<file path="src/rtl/joy_scan_sequencer.sv">
// joy_scan_sequencer: drives a 16-bit PISO joystick chain, shifts in frames and
// publishes a frame only when it matches the previous raw frame.
module joy_scan_sequencer #(
  parameter int CLK_DIV   = 8,
  parameter int NBITS     = 16,
  parameter int GAP_TICKS = 2
) (
  input  logic       clk_i,
  input  logic       rst_i,
  input  logic       scan_en_i,
  input  logic       scan_req_i,
  input  logic       joy_data_i,
  output logic       joy_clk_o,
  output logic       joy_load_o,
  output logic [7:0] joy1_o,
  output logic [7:0] joy2_o,
  output logic       frame_valid_o,
  output logic       busy_o,
  output logic [7:0] frame_cnt_o
);
  localparam int DW = CLK_DIV > 1 ? $clog2(CLK_DIV) : 1;
  localparam int KW = $clog2(NBITS);
  localparam int GW = $clog2(GAP_TICKS + 2);
  typedef enum logic [1:0] {IDLE, LOAD, SHIFT, GAP} state_t;
  state_t           state_q, state_d;
  logic [DW-1:0]    div_q, div_d;
  logic [KW-1:0]    k_q, k_d;
  logic [GW-1:0]    g_q, g_d;
  logic             joy_clk_q, joy_clk_d, pend_q, pend_d, valid_q, valid_d;
  logic [NBITS-1:0] raw_q, raw_d, prev_q, prev_d;
  logic [7:0]       joy1_q, joy1_d, joy2_q, joy2_d, cnt_q, cnt_d;
  logic             tick, rise, start, last;
  always_comb begin
    tick      = div_q == DW'(CLK_DIV - 1);
    rise      = tick & ~joy_clk_q;
    start     = scan_en_i | pend_q;
    last      = rise && state_q == SHIFT && k_q == KW'(NBITS - 1);
    div_d     = tick ? '0 : div_q + DW'(1);
    joy_clk_d = joy_clk_q ^ tick;
    state_d   = state_q;
    k_d       = k_q;
    g_d       = g_q;
    raw_d     = raw_q;
    if (rise) begin
      case (state_q)
        IDLE:  state_d = start ? LOAD : IDLE;
        LOAD: begin
          state_d = SHIFT;
          k_d     = '0;
        end
        SHIFT: begin
          raw_d[KW'(NBITS - 1) - k_q] = joy_data_i;
          k_d = k_q + KW'(1);
          if (last) begin
            g_d     = '0;
            state_d = (GAP_TICKS == 0) ? (start ? LOAD : IDLE) : GAP;
          end
        end
        default: begin
          g_d = g_q + GW'(1);
          if (g_d == GW'(GAP_TICKS)) state_d = start ? LOAD : IDLE;
        end
      endcase
    end
    // a request landing on the LOAD-entry edge stays pending for the next frame
    pend_d  = scan_req_i | (pend_q & ~(state_d == LOAD && state_q != LOAD));
    cnt_d   = cnt_q + 8'(last);
    valid_d = last && raw_d == prev_q;
    joy1_d  = valid_d ? raw_d[15:8] : joy1_q;
    joy2_d  = valid_d ? raw_d[7:0] : joy2_q;
    prev_d  = last ? raw_d : prev_q;
  end
  always_ff @(posedge clk_i) begin
    if (rst_i) begin
      state_q   <= IDLE;
      div_q     <= '0;
      k_q       <= '0;
      g_q       <= '0;
      joy_clk_q <= 1'b0;
      pend_q    <= 1'b0;
      valid_q   <= 1'b0;
      raw_q     <= '1;
      prev_q    <= '1;
      joy1_q    <= '1;
      joy2_q    <= '1;
      cnt_q     <= '0;
    end else begin
      state_q   <= state_d;
      div_q     <= div_d;
      k_q       <= k_d;
      g_q       <= g_d;
      joy_clk_q <= joy_clk_d;
      pend_q    <= pend_d;
      valid_q   <= valid_d;
      raw_q     <= raw_d;
      prev_q    <= prev_d;
      joy1_q    <= joy1_d;
      joy2_q    <= joy2_d;
      cnt_q     <= cnt_d;
    end
  end
  assign joy_clk_o     = joy_clk_q;
  assign joy_load_o    = state_q != LOAD;
  assign busy_o        = state_q != IDLE;
  assign joy1_o        = joy1_q;
  assign joy2_o        = joy2_q;
  assign frame_valid_o = valid_q;
  assign frame_cnt_o   = cnt_q;
endmodule

</file>
<file path="config.mk">
export PLATFORM = sky130hd
export DESIGN_NAME = joy_scan_sequencer
export DESIGN_NICKNAME = d
export VERILOG_FILES = /design/src/rtl/joy_scan_sequencer.sv
export SDC_FILE = /design/constraint.sdc
export NUM_CORES = 1
export LEC_CHECK = 0
export BUFFER_PORTS_ARGS = -buffer_cell sky130_fd_sc_hd__buf_4
export CORE_MARGIN = 5
export CORE_UTILIZATION = 40
export DETAILED_ROUTE_END_ITERATION = 12
export HOLD_SLACK_MARGIN = 0.02
export PLACE_DENSITY = 0.6
export REMOVE_ABC_BUFFERS = 1
export SYNTH_ARGS = -nofsm -noshare
export SYNTH_HDL_FRONTEND = slang
export SYNTH_SLANG_ARGS = --single-unit
</file>
<file path="constraint.sdc">
create_clock -name clk_i -period 4.33 [get_ports clk_i]
set_clock_uncertainty 0.2 [all_clocks]
set_input_delay 0.866 -clock clk_i [delete_from_list [all_inputs] [get_ports clk_i]]
set_output_delay 0.866 -clock clk_i [all_outputs]
set_load 0.005 [all_outputs]
</file>
==> flow_summary.json, run 1 <==
{
  "r2r-start": "div_q[0]",
  "num_vias": 2541,
  "post-synth-top-count-cell": "dfxtp_1",
  "post_cts_buffers": 0,
  "r2r-end": "joy2_o[3]",
  "yosys.area.top_type": "dfxtp_1",
  "start_util": 0.405,
  "p_leak_nw": 1.54,
  "cts_buffers": 9,
  "grt.overflow.total": 0,
  "ant_nets": 0,
  "drc": 0,
  "finalPower_w": 0.00126,
  "ys_warn_count": 0,
  "track_usage": 0.149,
  "drive_gt1_frac": 0.203,
  "dp_hpwl_um": 4990,
  "grt_max_degree": 41,
  "cts_hold_buffers": 0,
  "slew_headroom": 0.461,
  "cap_violations": 0,
  "crit_chain": "ha_1 > ha_1 > ha_1 > nand3_1 > nor2_1 > o32ai_1 > nor4_1 > or4b_1 > nor4_4 > buf_4 > mux2_2",
  "rsz0062_at_grt": "false",
  "crit_arrival_ns": 4.04,
  "hp-class": "register to register",
  "ir_drop_mv": 0.143,
  "fillerInstances": 782,
  "yosysUniqueCellTypes": 50,
  "cp.required_ns": 4.37,
  "place.gp.congestion": 0.839,
  "run_status": "finished, final reports clean",
  "rows": 33,
  "synthFlopType": "dfxtp_1",
  "startpoint_type": "register",
  "clock_path_buffers": 2,
  "netlist_top_cells_area": "dfxtp_1 43%, ha_1 5.3%, nand2_1 4.4%",
  "yosys.area.top_type_share": 0.426,
  "drtPass1Iterations": 4,
  "final.min_clock_period_ns": 4.00,
  "hold_depth": 1,
  "grt_first_pass_wirelength_um": 12100,
  "clockRootBuffer": "clkbuf_8",
  "synthTopCellsByCount": "70 x dfxtp_1, 39 x nand2_1, 34 x nor2_1, 19 x inv_1, 18 x a21oi_1",
  "placed_cell_area_um2": 3600,
  "finish.instance_area_um2": 3830,
  "port_buffers": 32,
  "wl_um": 7010,
  "avgSynthCellArea_um2": 9.02,
  "routed_via_density": 5.04,
  "clk_pin_slew_worst_paths_ns": 0.08,
  "worst_pin_slew_ns": 0.798,
  "dp.cells": 488,
  "nNetsFinal": 413,
  "crit_top_cell": "ha_1",
  "tritoncts": "done",
  "die_y_um": 101,
  "async_reset_ff_frac": 0,
  "finalSetupViolations": 0,
  "holdPathEnd": "div_q[0]",
  "synth_edf_count": 0,
  "antenna_found_initial": 0,
  "hold_violations": 0,
  "path_max_fanout": 13,
  "crit_path_end_kind": "register",
  "synth-seq-cells": 70,
  "syn_area_um2": 3290,
  "fp.dieW_um": 101,
  "core_area_um2": 8130,
  "critPathKind": "register to register",
  "grt_pass1_vias": 2585,
  "area_growth_pct": 16.3,
  "finalSetupTns_ns": 0,
  "post_cts_resized": 0,
  "drt-initial-drc-count": 132,
  "min-delay-start": "div_q[0]",
  "fin_crit_sh": 0.925,
  "fmax_mhz": 250,
  "ys_seq_area_frac": 0.426,
  "wl_per_cell_um": 13.9,
  "cts_sinks": 70,
  "reg2reg_slack_ns": 0.33,
  "die_area_um2": 10100,
  "io_pins": 33,
  "diodes": 0,
  "drv_slew": 0,
  "synth_cells": 365,
  "crit_path_top_delay_cell": "or4b_1",
  "fin_cells": 504,
  "h-tree-depth": 3,
  "clkLatencyLatePin_ns": 0.35,
  "max_stage_delay_ns": 0.51,
  "rr_worst_depth": 11,
  "power_density_nw_per_um2": 330
}
## power breakdown
group / total, W / switching [W] / internal, W
clock: 0.000591 / 0.000251 / 0.000340
combinational: 0.0000253 / 0.0000177 / 0.00000756
sequential: 0.000648 / 0.00000144 / 0.000646
total: 0.00126 / 0.000270 / 0.000994
## critical path, delay by kind of cell, from the launching register on
| family | cells | cell delay (ns) |
|---|---|---|
| AOI/OAI and AO/OA | 1 | 0.15 |
| adders and majority gates | 3 | 0.83 |
| buffers and inverters | 1 | 0.26 |
| DFF | 1 | 0.35 |
| muxes | 1 | 0.34 |
| and+or+nand+nor | 5 | 1.77 |
## layout make-up
type	count	area, um^2	share of cell area
Multi-Input combinational cell	257	1730	0.451
Timing Repair Buffer	36	270	0.0706
Clock inverter	5	82.6	0.0216
Inverter	20	75.1	0.0196
Sequential cell	70	1400	0.366
Clock buffer	11	141	0.0369
Tap cell	105	131	0.0343
## sequential cells by signal, summed over array words and instances, names as in the netlist
register       count
joy2_o             8
div_q              3
raw_q             16
frame_valid_o      1
joy1_o             8
k_q                4
state_q            2
g_q                2
joy_clk_o          1
frame_cnt_o        8
pend_q             1
prev_q            16
## per-layer routing
| metal | up-vias | global-route usage | part of all wire |
|---|---|---|---|
| met4 | 0 | 0.0560 | 0.019 |
| li1 | 1313 | - | - |
| met5 | - | 0 | 0 |
| met3 | 13 | 0.0415 | 0.035 |
| met1 | 1173 | 0.192 | 0.48 |
| met2 | 42 | 0.236 | 0.47 |
## per-stage QoR
step	hold slack, ns	worst slack, ns	utilization
detailed placement	0.244	0.310	0.443
CTS	0.256	0.291	0.471
global placement	0.219	0.456	0.443
global route	0.269	0.0313	0.471
floorplan	0.203	0.526	-
finish	0.254	0.327	0.471
## placed cells by master, fill, tap and decap left out, drive strengths merged, types with 2 or more instances in the layout
cell type	instances
o21ai	8
clkinvlp	3
o211ai	14
a311oi	2
nand2	39
ha	14
nor2b	6
nand3b	2
nor3b	3
a21o	2
nand3	17
nor4	2
dfxtp	70
mux2	15
nor3	7
or3b	2
o22ai	2
xnor2	5
nand4	4
buf	36
mux2i	13
nand2b	4
a21oi	18
bufinv	2
or2	15
xor2	8
inv	19
clkbuf	11
o32ai	3
or3	2
and3	4
nor2	35
## worst max path at each step
stage / from / to / slack (ns) / cells past startpoint
6_report: div_q[0] / joy2_o[3] / 0.33 / 11
5_1_grt: div_q[0] / joy1_o[6] / 0.03 / 11
4_1_cts: div_q[0] / joy1_o[6] / 0.29 / 11
3_5_place_dp: div_q[0] / joy1_o[6] / 0.31 / 11
3_3_place_gp: div_q[0] / joy1_o[7] / 0.46 / 11
2_1_floorplan: div_q[0] / joy1_o[7] / 0.53 / 10
## logic make-up after synthesis
family          Yosys count  share of synthesized area
simple gates            144                      0.228
flops                    70                      0.426
compound gates           58                      0.118
buf+inv                  38                     0.0501
mux                      28                     0.0908
fa+ha+maj                14                     0.0532
xor+xnor                 13                     0.0346
No activity file was read; power rests on OpenSTA's default activity.
==> inputs of run 2 (changes only) <==
--- a/config.mk
+++ b/config.mk
@@ -10,7 +10,7 @@
 export CORE_UTILIZATION = 40
 export DETAILED_ROUTE_END_ITERATION = 12
 export HOLD_SLACK_MARGIN = 0.02
-export PLACE_DENSITY = 0.6
+export PLACE_DENSITY = 0.64
 export REMOVE_ABC_BUFFERS = 1
 export SYNTH_ARGS = -nofsm -noshare
 export SYNTH_HDL_FRONTEND = slang
==> run 2 against run 1 <==
- worst hold slack got worse by 0.027 ns
- register-to-register slack improved by 0.23 ns
- first-iteration DRC count rose by 9.1%
- non-clock buffer count did not move
- via count rose by 2.5%
- final area fell by 1.5%
- clock power fell by 23%
- wire length fell by 0.91%
- largest cell class unchanged
- largest power group unchanged
==> flow_summary.json, run 2 (synthesized netlist as in run 1, its figures left out) <==
{
  "fp.dieW_um": 101,
  "p_clk_frac": 0.403,
  "p_leak_nw": 1.53,
  "die_y_um": 101,
  "area_growth_pct": 14.6,
  "clk_pin_slew_worst_paths_ns": 0.07,
  "finalSetupTns_ns": 0,
  "fmax_mhz": 265,
  "critPathKind": "register to register",
  "crit_path_end_kind": "register",
  "drv_slew": 0,
  "run_status": "finished, final reports clean",
  "drt-initial-drc-count": 144,
  "final-seq-area_um2": 1400,
  "post_cts_buffers": 0,
  "rows": 33,
  "grt.overflow.total": 0,
  "holdPathEnd": "div_q[0]",
  "placed_cell_area_um2": 3600,
  "finish.instance_area_um2": 3770,
  "ir_drop_mv": 0.133,
  "num_vias": 2605,
  "cap_violations": 0,
  "crit_buf_inv": 1,
  "hold_violations": 0,
  "drive_gt1_frac": 0.201,
  "clock_path_buffers": 2,
  "start_util": 0.405,
  "final_cell_mix": "70 x dfxtp_1, 39 x nand2_1, 36 x buf_4",
  "final_common_cell": "dfxtp_1",
  "fillerInstances": 783,
  "largestRegisters": "prev_q (16), raw_q (16)",
  "cts_hold_buffers": 0,
  "post_cts_resized": 0,
  "h-tree-depth": 3,
  "drtPass1Iterations": 4,
  "diodes": 0,
  "power_density_nw_per_um2": 299,
  "antenna_found_initial": 0,
  "hp-class": "register to register",
  "met1_usage": 0.185,
  "r2r-start": "div_q[0]",
  "place.gp.congestion": 0.912,
  "startpoint_type": "register",
  "power.share.sequential": 0.574,
  "rr_worst_depth": 11,
  "r2r-end": "joy2_o[3]",
  "port_buffers": 32,
  "crit_top_cell": "ha_1",
  "cp.required_ns": 4.35,
  "grt_max_degree": 41,
  "wl_per_cell_um": 13.8,
  "switching_power_w": 0.000254,
  "finalSetupViolations": 0,
  "p_int_w": 0.000875,
  "met3_usage": 0.0311,
  "grt_pass1_vias": 2542,
  "crit_path_top_delay_cell": "or4b_1",
  "nNetsFinal": 413,
  "core_area_um2": 8130,
  "dp_hpwl_um": 4950,
  "slew_headroom": 0.570,
  "reg2reg_slack_ns": 0.55,
  "ant_nets": 0,
  "io_pins": 33,
  "rsz0062_at_grt": "false",
  "fin_crit_sh": 0.872,
  "clkLatencyLatePin_ns": 0.34,
  "final.min_clock_period_ns": 3.78,
  "crit_arrival_ns": 3.80,
  "crit_path_start": "div_q[0]",
  "track_usage": 0.142,
  "routed_via_density": 5.17,
  "grt_first_pass_wirelength_um": 11700,
  "multi_input_area_um2": 1730,
  "clockRootBuffer": "clkbuf_8",
  "path_delay_family": "simple AND/OR/NAND/NOR gates",
  "min-delay-start": "div_q[0]",
  "max_stage_delay_ns": 0.53,
  "p_comb_frac": 0.023,
  "busiest_layer": "met2",
  "drc": 0,
  "grt_use_met2": 0.234,
  "cts_buffers": 9,
  "worst_pin_slew_ns": 0.636,
  "path_max_fanout": 19,
  "cts_sinks": 70,
  "wl_um": 6950,
  "die_area_um2": 10100,
  "tritoncts": "done",
  "switching_share": 0.225,
  "crit_chain": "ha_1 > ha_1 > ha_1 > and3_1 > nand3_4 > nor3_1 > o2111ai_1 > or4b_1 > nor4_4 > buf_4 > mux2_2",
  "hold_depth": 1
}
-- run 2: cell count changes in the layout (fill, tap and decap cells not counted) --
cell        delta
clkinvlp_4     -2
bufinv_16      -2
clkbuf_1       +1
clkinv_2       +3
-- run 2: layer usage --
layer	share of wire	vias up
li1	-	1312
met1	0.48	1252
met2	0.48	31
met3	0.025	10
met4	0.015	0
met5	0	-
-- run 2: how the worst max path moves through the flow --
stage	to	slack (ns)	cells after the start
4_1_cts	joy2_o[2]	0.56	11
3_5_place_dp	joy1_o[7]	0.57	11
6_report	joy2_o[3]	0.55	11
2_1_floorplan	joy1_o[7]	0.53	10
3_3_place_gp	joy2_o[2]	0.72	11
5_1_grt	joy2_o[3]	0.24	11
-- run 2: metrics by stage --
step | cells | setup WS [ns] | utilization | power [W] | hold slack [ns]
2_1_floorplan | 347 | 0.526 | - | 0.000672 | 0.203
3_3_place_gp | 488 | 0.723 | 0.443 | 0.000688 | 0.219
3_5_place_dp | 488 | 0.571 | 0.443 | 0.000689 | 0.223
4_1_cts | 504 | 0.556 | 0.464 | 0.00114 | 0.234
5_1_grt | 504 | 0.239 | 0.464 | 0.00118 | 0.255
6_report | 504 | 0.553 | 0.464 | 0.00113 | 0.227
-- run 2: final cells by class --
type	instances	share of cell area
multi-input cells	257	0.458
flip-flops and latches	70	0.371
repair buffers	36	0.0716
clock buffers	12	0.0385
well taps	105	0.0348
inverters	20	0.0199
clock inverters	4	0.00597
-- run 2: power by group through the flow --
stage	Combinational (W)	Clock, W	Sequential, W
floorplan	0.00000996	0	0.000663
global placement	0.0000253	0	0.000663
detailed placement	0.0000260	0	0.000663
CTS	0.0000260	0.000467	0.000648
global route	0.0000287	0.000499	0.000648
finish	0.0000255	0.000455	0.000648
-- run 2: worst register-to-register path: cells and delay by family (launching register included) --
kind | cells | cell delay [ns]
adders and majority gates | 3 | 0.82
DFF | 1 | 0.33
muxes | 1 | 0.35
AOI/OAI and AO/OA | 1 | 0.14
and+or+nand+nor | 5 | 1.59
buffers and inverters | 1 | 0.24
